`src/rtl/core_ex_lsu_wbck.sv`:
```
// Writeback stage after the LSU: buffers load results in a small in-order FIFO and
// shares the single register-file write port with the ALU under a two-state priority FSM.
module core_ex_lsu_wbck #(
  parameter int XLEN   = 32,
  parameter int RIDX_W = 5,
  parameter int DEPTH  = 2
) (
  input  logic              clk,
  input  logic              rst,
  input  logic              i_lsu_valid,
  output logic              o_lsu_ready,
  input  logic              i_lsu_is_load,
  input  logic [RIDX_W-1:0] i_lsu_rd_idx,
  input  logic [XLEN-1:0]   i_lsu_rdata,
  input  logic              i_lsu_unalign,
  input  logic              i_alu_valid,
  output logic              o_alu_ready,
  input  logic [RIDX_W-1:0] i_alu_rd_idx,
  input  logic [XLEN-1:0]   i_alu_wdata,
  output logic              o_rf_wen,
  output logic [RIDX_W-1:0] o_rf_waddr,
  output logic [XLEN-1:0]   o_rf_wdata,
  input  logic [RIDX_W-1:0] i_chk_rs1,
  input  logic [RIDX_W-1:0] i_chk_rs2,
  output logic              o_hazard,
  output logic              o_excp_valid,
  output logic              o_overflow,
  output logic              o_busy
);
  localparam int PW = (DEPTH > 1) ? $clog2(DEPTH) : 1;
  localparam logic [PW:0] FULL = (PW+1)'(DEPTH);

  typedef enum logic {ALU_PRI, LSU_PRI} arb_e;

  arb_e                         state_q, state_d;
  logic [PW:0]                  cnt_q, cnt_d;
  logic [PW-1:0]                rptr_q, wptr_q;
  logic [DEPTH-1:0]             vld_q;
  logic [DEPTH-1:0][RIDX_W-1:0] rd_q;
  logic [DEPTH-1:0][XLEN-1:0]   data_q;
  logic                         rf_wen_q, excp_q, ovf_q;
  logic [RIDX_W-1:0]            rf_waddr_q;
  logic [XLEN-1:0]              rf_wdata_q;

  logic full, nonempty, lsu_ld, enq, alu_req, gnt_alu, gnt_lsu, hz;

  assign full     = (cnt_q == FULL);
  assign nonempty = (cnt_q != '0);
  assign lsu_ld   = i_lsu_valid & i_lsu_is_load & (i_lsu_rd_idx != '0);
  // Full blocks enqueue even if the head drains this cycle.
  assign enq      = lsu_ld & ~full;
  assign alu_req  = i_alu_valid & (i_alu_rd_idx != '0);

  always_comb begin
    gnt_alu     = 1'b0;
    gnt_lsu     = 1'b0;
    o_alu_ready = 1'b0;
    if (state_q == ALU_PRI) begin
      o_alu_ready = i_alu_valid;
      gnt_alu     = alu_req;
      gnt_lsu     = ~alu_req & nonempty;
    end else begin
      gnt_lsu     = nonempty;
    end
  end

  always_comb begin
    cnt_d = cnt_q;
    case ({enq, gnt_lsu})
      2'b10:   cnt_d = cnt_q + (PW+1)'(1);
      2'b01:   cnt_d = cnt_q - (PW+1)'(1);
      default: cnt_d = cnt_q;
    endcase
    state_d = state_q;
    if (state_q == ALU_PRI && full)               state_d = LSU_PRI;
    else if (state_q == LSU_PRI && cnt_d == '0)   state_d = ALU_PRI;
  end

  always_comb begin
    hz = 1'b0;
    for (int i = 0; i < DEPTH; i++)
      if (vld_q[i] && ((i_chk_rs1 != '0 && rd_q[i] == i_chk_rs1) ||
                       (i_chk_rs2 != '0 && rd_q[i] == i_chk_rs2)))
        hz = 1'b1;
  end

  always_ff @(posedge clk) begin
    if (rst) begin
      state_q    <= ALU_PRI;
      cnt_q      <= '0;
      rptr_q     <= '0;
      wptr_q     <= '0;
      vld_q      <= '0;
      rd_q       <= '0;
      data_q     <= '0;
      rf_wen_q   <= 1'b0;
      rf_waddr_q <= '0;
      rf_wdata_q <= '0;
      excp_q     <= 1'b0;
      ovf_q      <= 1'b0;
    end else begin
      state_q <= state_d;
      cnt_q   <= cnt_d;
      if (gnt_lsu) begin
        vld_q[rptr_q] <= 1'b0;
        rptr_q        <= rptr_q + PW'(1);
      end
      if (enq) begin
        vld_q[wptr_q]  <= 1'b1;
        rd_q[wptr_q]   <= i_lsu_rd_idx;
        data_q[wptr_q] <= i_lsu_rdata;
        wptr_q         <= wptr_q + PW'(1);
      end
      rf_wen_q <= gnt_alu | gnt_lsu;
      if (gnt_alu) begin
        rf_waddr_q <= i_alu_rd_idx;
        rf_wdata_q <= i_alu_wdata;
      end else if (gnt_lsu) begin
        rf_waddr_q <= rd_q[rptr_q];
        rf_wdata_q <= data_q[rptr_q];
      end
      excp_q <= i_lsu_valid & ~i_lsu_is_load & i_lsu_unalign;
      if (lsu_ld & full) ovf_q <= 1'b1;
    end
  end

  assign o_lsu_ready  = ~full;
  assign o_busy       = nonempty;
  assign o_hazard     = hz;
  assign o_rf_wen     = rf_wen_q;
  assign o_rf_waddr   = rf_waddr_q;
  assign o_rf_wdata   = rf_wdata_q;
  assign o_excp_valid = excp_q;
  assign o_overflow   = ovf_q;
endmodule

```
`config.mk`:
```
export PLATFORM = sky130hd
export DESIGN_NAME = core_ex_lsu_wbck
export DESIGN_NICKNAME = d
export VERILOG_FILES = /design/src/rtl/core_ex_lsu_wbck.sv
export SDC_FILE = /design/constraint.sdc
export NUM_CORES = 1
export LEC_CHECK = 0
export CAP_MARGIN = 20
export CORE_UTILIZATION = 45
export DETAILED_ROUTE_END_ITERATION = 8
export PLACE_DENSITY = 0.77
export SYNTH_ARGS = -nofsm -noshare
export SYNTH_HDL_FRONTEND = slang
export SYNTH_SLANG_ARGS = --single-unit
```
`constraint.sdc`:
```
create_clock -name clk -period 2.7 [get_ports clk]
set_input_delay 0.81 -clock clk [delete_from_list [all_inputs] [get_ports clk]]
set_output_delay 0.81 -clock clk [all_outputs]
set_load 0.005 [all_outputs]
```
==> results of run 1 <==
power breakdown:
group / switching, W / internal [W] / leakage [nW]
Clock: 0.000770 / 0.00148 / 0.296
Sequential: 0.000193 / 0.00201 / 0.989
Combinational: 0.00111 / 0.00105 / 1.42
Total: 0.00207 / 0.00453 / 2.71
how the worst max path moves through the flow:
stage               slack (ns)                   end             from  cells past startpoint
detailed placement       -0.74              o_hazard     i_chk_rs2[1]                      7
global placement         -0.72              o_hazard     i_chk_rs1[2]                      7
global route             -0.13              o_hazard     i_chk_rs1[3]                      7
floorplan                 0.08  state_q$_SDFFE_PP0P_  i_alu_rd_idx[0]                      9
CTS                      -0.07              o_hazard     i_chk_rs1[3]                      7
finish                   -0.06              o_hazard     i_chk_rs1[3]                      7
registers in the layout, indices dropped and copies added, names as in the netlist:
signal / cells
data_q: 64
o_rf_wdata: 32
rd_q: 10
o_rf_waddr: 5
cnt_q: 2
vld_q: 2
o_excp_valid: 1
o_overflow: 1
o_rf_wen: 1
rptr_q: 1
state_q: 1
wptr_q: 1
routing by layer:
metal | wire [µm] | vias to the layer above
li1 | - | 2489
met1 | 6210 | 2353
met2 | 6970 | 175
met3 | 1050 | 25
met4 | 226 | 0
met5 | 0 | -
worst max-delay path: stages:
cell and delay (ns):
buf_6 0.09, or4_4 0.54, nor2_4 0.12, nor4_2 0.05, o21ai_1 0.14, nand2_1 0.07, buf_2 0.13
synth_stat cells (4+ instances only):
cell,instances
a211oi_2,37
a21oi_1,118
buf_2,13
buf_6,13
clkbuf_1,21
dfxtp_1,121
mux2i_1,37
nand2_1,154
nand3_1,4
nor2_1,81
nor4_1,4
xnor2_1,14
xor2_1,9
cells by family after synthesis:
family                   count (synthesis)
flip-flops                             121
XOR/XNOR                                23
buffers and inverters                   52
AO/OA/AOI/OAI                          164
adder cells (fa/ha/maj)                  1
AND/OR/NAND/NOR                        259
multiplexers                            37
layout make-up:
type                    instances  area [µm²]
fillers                       984        4270
multi-input cells             484        2820
flip-flops and latches        121        2420
repair buffers                169        1660
clock buffers                  21         460
well taps                     147         184
clock inverters                10         125
inverters                       3        11.3
diodes                          1        2.50
stage by stage:
| stage | setup WS [ns] | utilization (%) | total power [W] | instances | TNS, ns |
|---|---|---|---|---|---|
| final | -0.0620 | 64.3 | 0.00660 | 956 | -0.0620 |
| after global routing | -0.127 | 64.3 | 0.00696 | 956 | -0.127 |
| after floorplan | 0.0837 | - | 0.00363 | 657 | 0 |
| after CTS | -0.0737 | 64.2 | 0.00665 | 955 | -0.0737 |
| after global placement | -0.718 | 59.0 | 0.00431 | 923 | -9.45 |
| after detailed placement | -0.738 | 59.0 | 0.00439 | 923 | -11.46 |
what timing repair did:
| action | 4_1_cts | 5_1_grt |
|---|---|---|
| buffers inserted | 1 | 0 |
| resized for setup | 51 | 5 |
| pin swaps | 11 | 5 |
| endpoints found under the setup margin | 2 | 2 |
==> run_results.csv, run 1 <==
group,metric,value,unit
global_route,grt_max_degree,77,
synthesis,synth_edf_count,0,
floorplan,fp.dieH,113,µm
setup_path,rr_endpoint,"state_q$_SDFFE_PP0P_",
placement,place_area,0.00706,mm²
floorplan,core-area,0.0120,mm²
floorplan,die_w,113,µm
clock_tree,cts.path.max_buffers,2,
clock_tree,cts_tree,"yes",
timing,period_minus_slack,2.76,ns
hold_path,worstHoldEndpoint,"data_q[56]$_SDFFE_PP0P_",
route,wire_per_inst,15.1,µm
global_route,grt_pass1_vias,5120,
floorplan,io_pins,134,
timing,slew_headroom,35.6,%
synthesis,synth_nets,748,
placement,gp_congestion,0.960,
synthesis,synth_cell_types,37,
synthesis,synth_compound_area_share,20.3,%
synthesis,synth_adder_area_share,0.227,%
pwr,ir_drop,0.000470,V
global_route,grt_first_pass_wirelength,24.0,mm
synthesis,synth_top_area_share,44.0,%
timing,worstMarginPinSlew,0.965,ns
synthesis,synth-seq-area-share,44.0,%
synthesis,synth_area_leader_cell,"dfxtp_1",
timing,skew,0.00463,ns
route,routed_wl,14.5,mm
timing,hold_viol,0,
synthesis,yosys.area_share.simple,19.2,%
setup_path,reg2reg_setup_slack,0.63,ns
global_route,grt_util_met3,7.56,%
synthesis,yosys-top-cells-area,"dfxtp_1, a21oi_1, nand2_1",
global_route,grt.overflow.total,0,
synthesis,synth.area.mux_share,6.72,%
route,detail_route.iter0.violations,278,
clock_tree,hold_buffers,0,
timing,report.final.setup_viol,1,
synthesis,synthCells,657,
route,viasPerCell,5.27,
job,max_cap_violations,0,
final_layout,layout_commonest_cell,"nand2_1",
setup_path,crit_path_start_kind,"input pin",
final_layout,final_cell_mix,"nand2_1, dfxtp_1, clkdlybuf4s50_1",
clock_tree,numClockSinks,121,
synthesis,synth_top_family_by_area,"compound AO/OA/AOI/OAI gates",
route,route.detailed.drc,0,
timing,hold_ws,0.452,ns
clock_tree,path_clk_slew,0.05,ns
placement,hpwl,9.63,mm
setup_path,reg2reg_from,"cnt_q[0]$_SDFF_PP0_",
hold_path,hp-class,"reg2reg",
floorplan,die-area,0.0127,mm²
floorplan,rows,40,
pwr,powerDensity,859,mW/mm²
final_layout,num-nets-final,887,
setup_path,cp_data_required_time,1.89,ns
route,vias,5042,
clock_tree,cts_buffers,17,
route,ant_nets,0,
route,drt_pre_antenna_iters,5,
synthesis,synth_area,0.00551,mm²
placement,numPortBuffers,133,
timing,slew_violations,0,
clock_tree,h-tree-depth,4,
synthesis,ys_seq_elements,121,
timing,setup_ws,-0.0620,ns
clock_tree,cts-root-buf,"clkbuf_16",
setup_path,r2r_cells,9,
setup_path,arrival,1.95,ns
hold_path,hp-start,"data_q[56]$_SDFFE_PP0P_",
final_layout,area_growth,39.6,%
global_route,met1_usage,27.6,%
final_layout,layout-drive-gt1-share,16.6,%
setup_path,cp_max_fo,2,
clock_tree,clock_latency,0.42,ns
pwr,power_leakage,2.71,nW
global_route,busiest_layer,"met2",
timing,period_share,102,%
outcome,status,"complete, but fails checks",
global_route,antenna_found_initial,1,
hold_path,holdPathStages,2,
synthesis,synthXorXnorAreaFrac,3.66,%
setup_path,crit_type,"in2out",
synthesis,syn_area_per_cell,8.38,µm²
synthesis,yosys_warnings,0,
final_layout,stdcell_area,0.00769,mm²
global_route,grtUsageMet2,41.3,%
setup_path,worstSetupEndpointType,"primary output",
global_route,grt.total_usage,24.0,%
outcome,violations,"setup timing",
synthesis,async_flop_share,0,%
timing,rsz0062_at_grt,"true",
floorplan,start_util,46.0,%
timing,fmax,362,MHz
synthesis,synth_ff_type,"dfxtp_1",
(Power assumes the default switching activity.)
==> inputs of run 2 (changes only) <==
- ABC_CLOCK_PERIOD_IN_PS: unset -> 2700
- TNS_END_PERCENT: unset -> 50
==> results of run 2 <==
No change in the layout: final DEF, timing and power equal those of run 1.
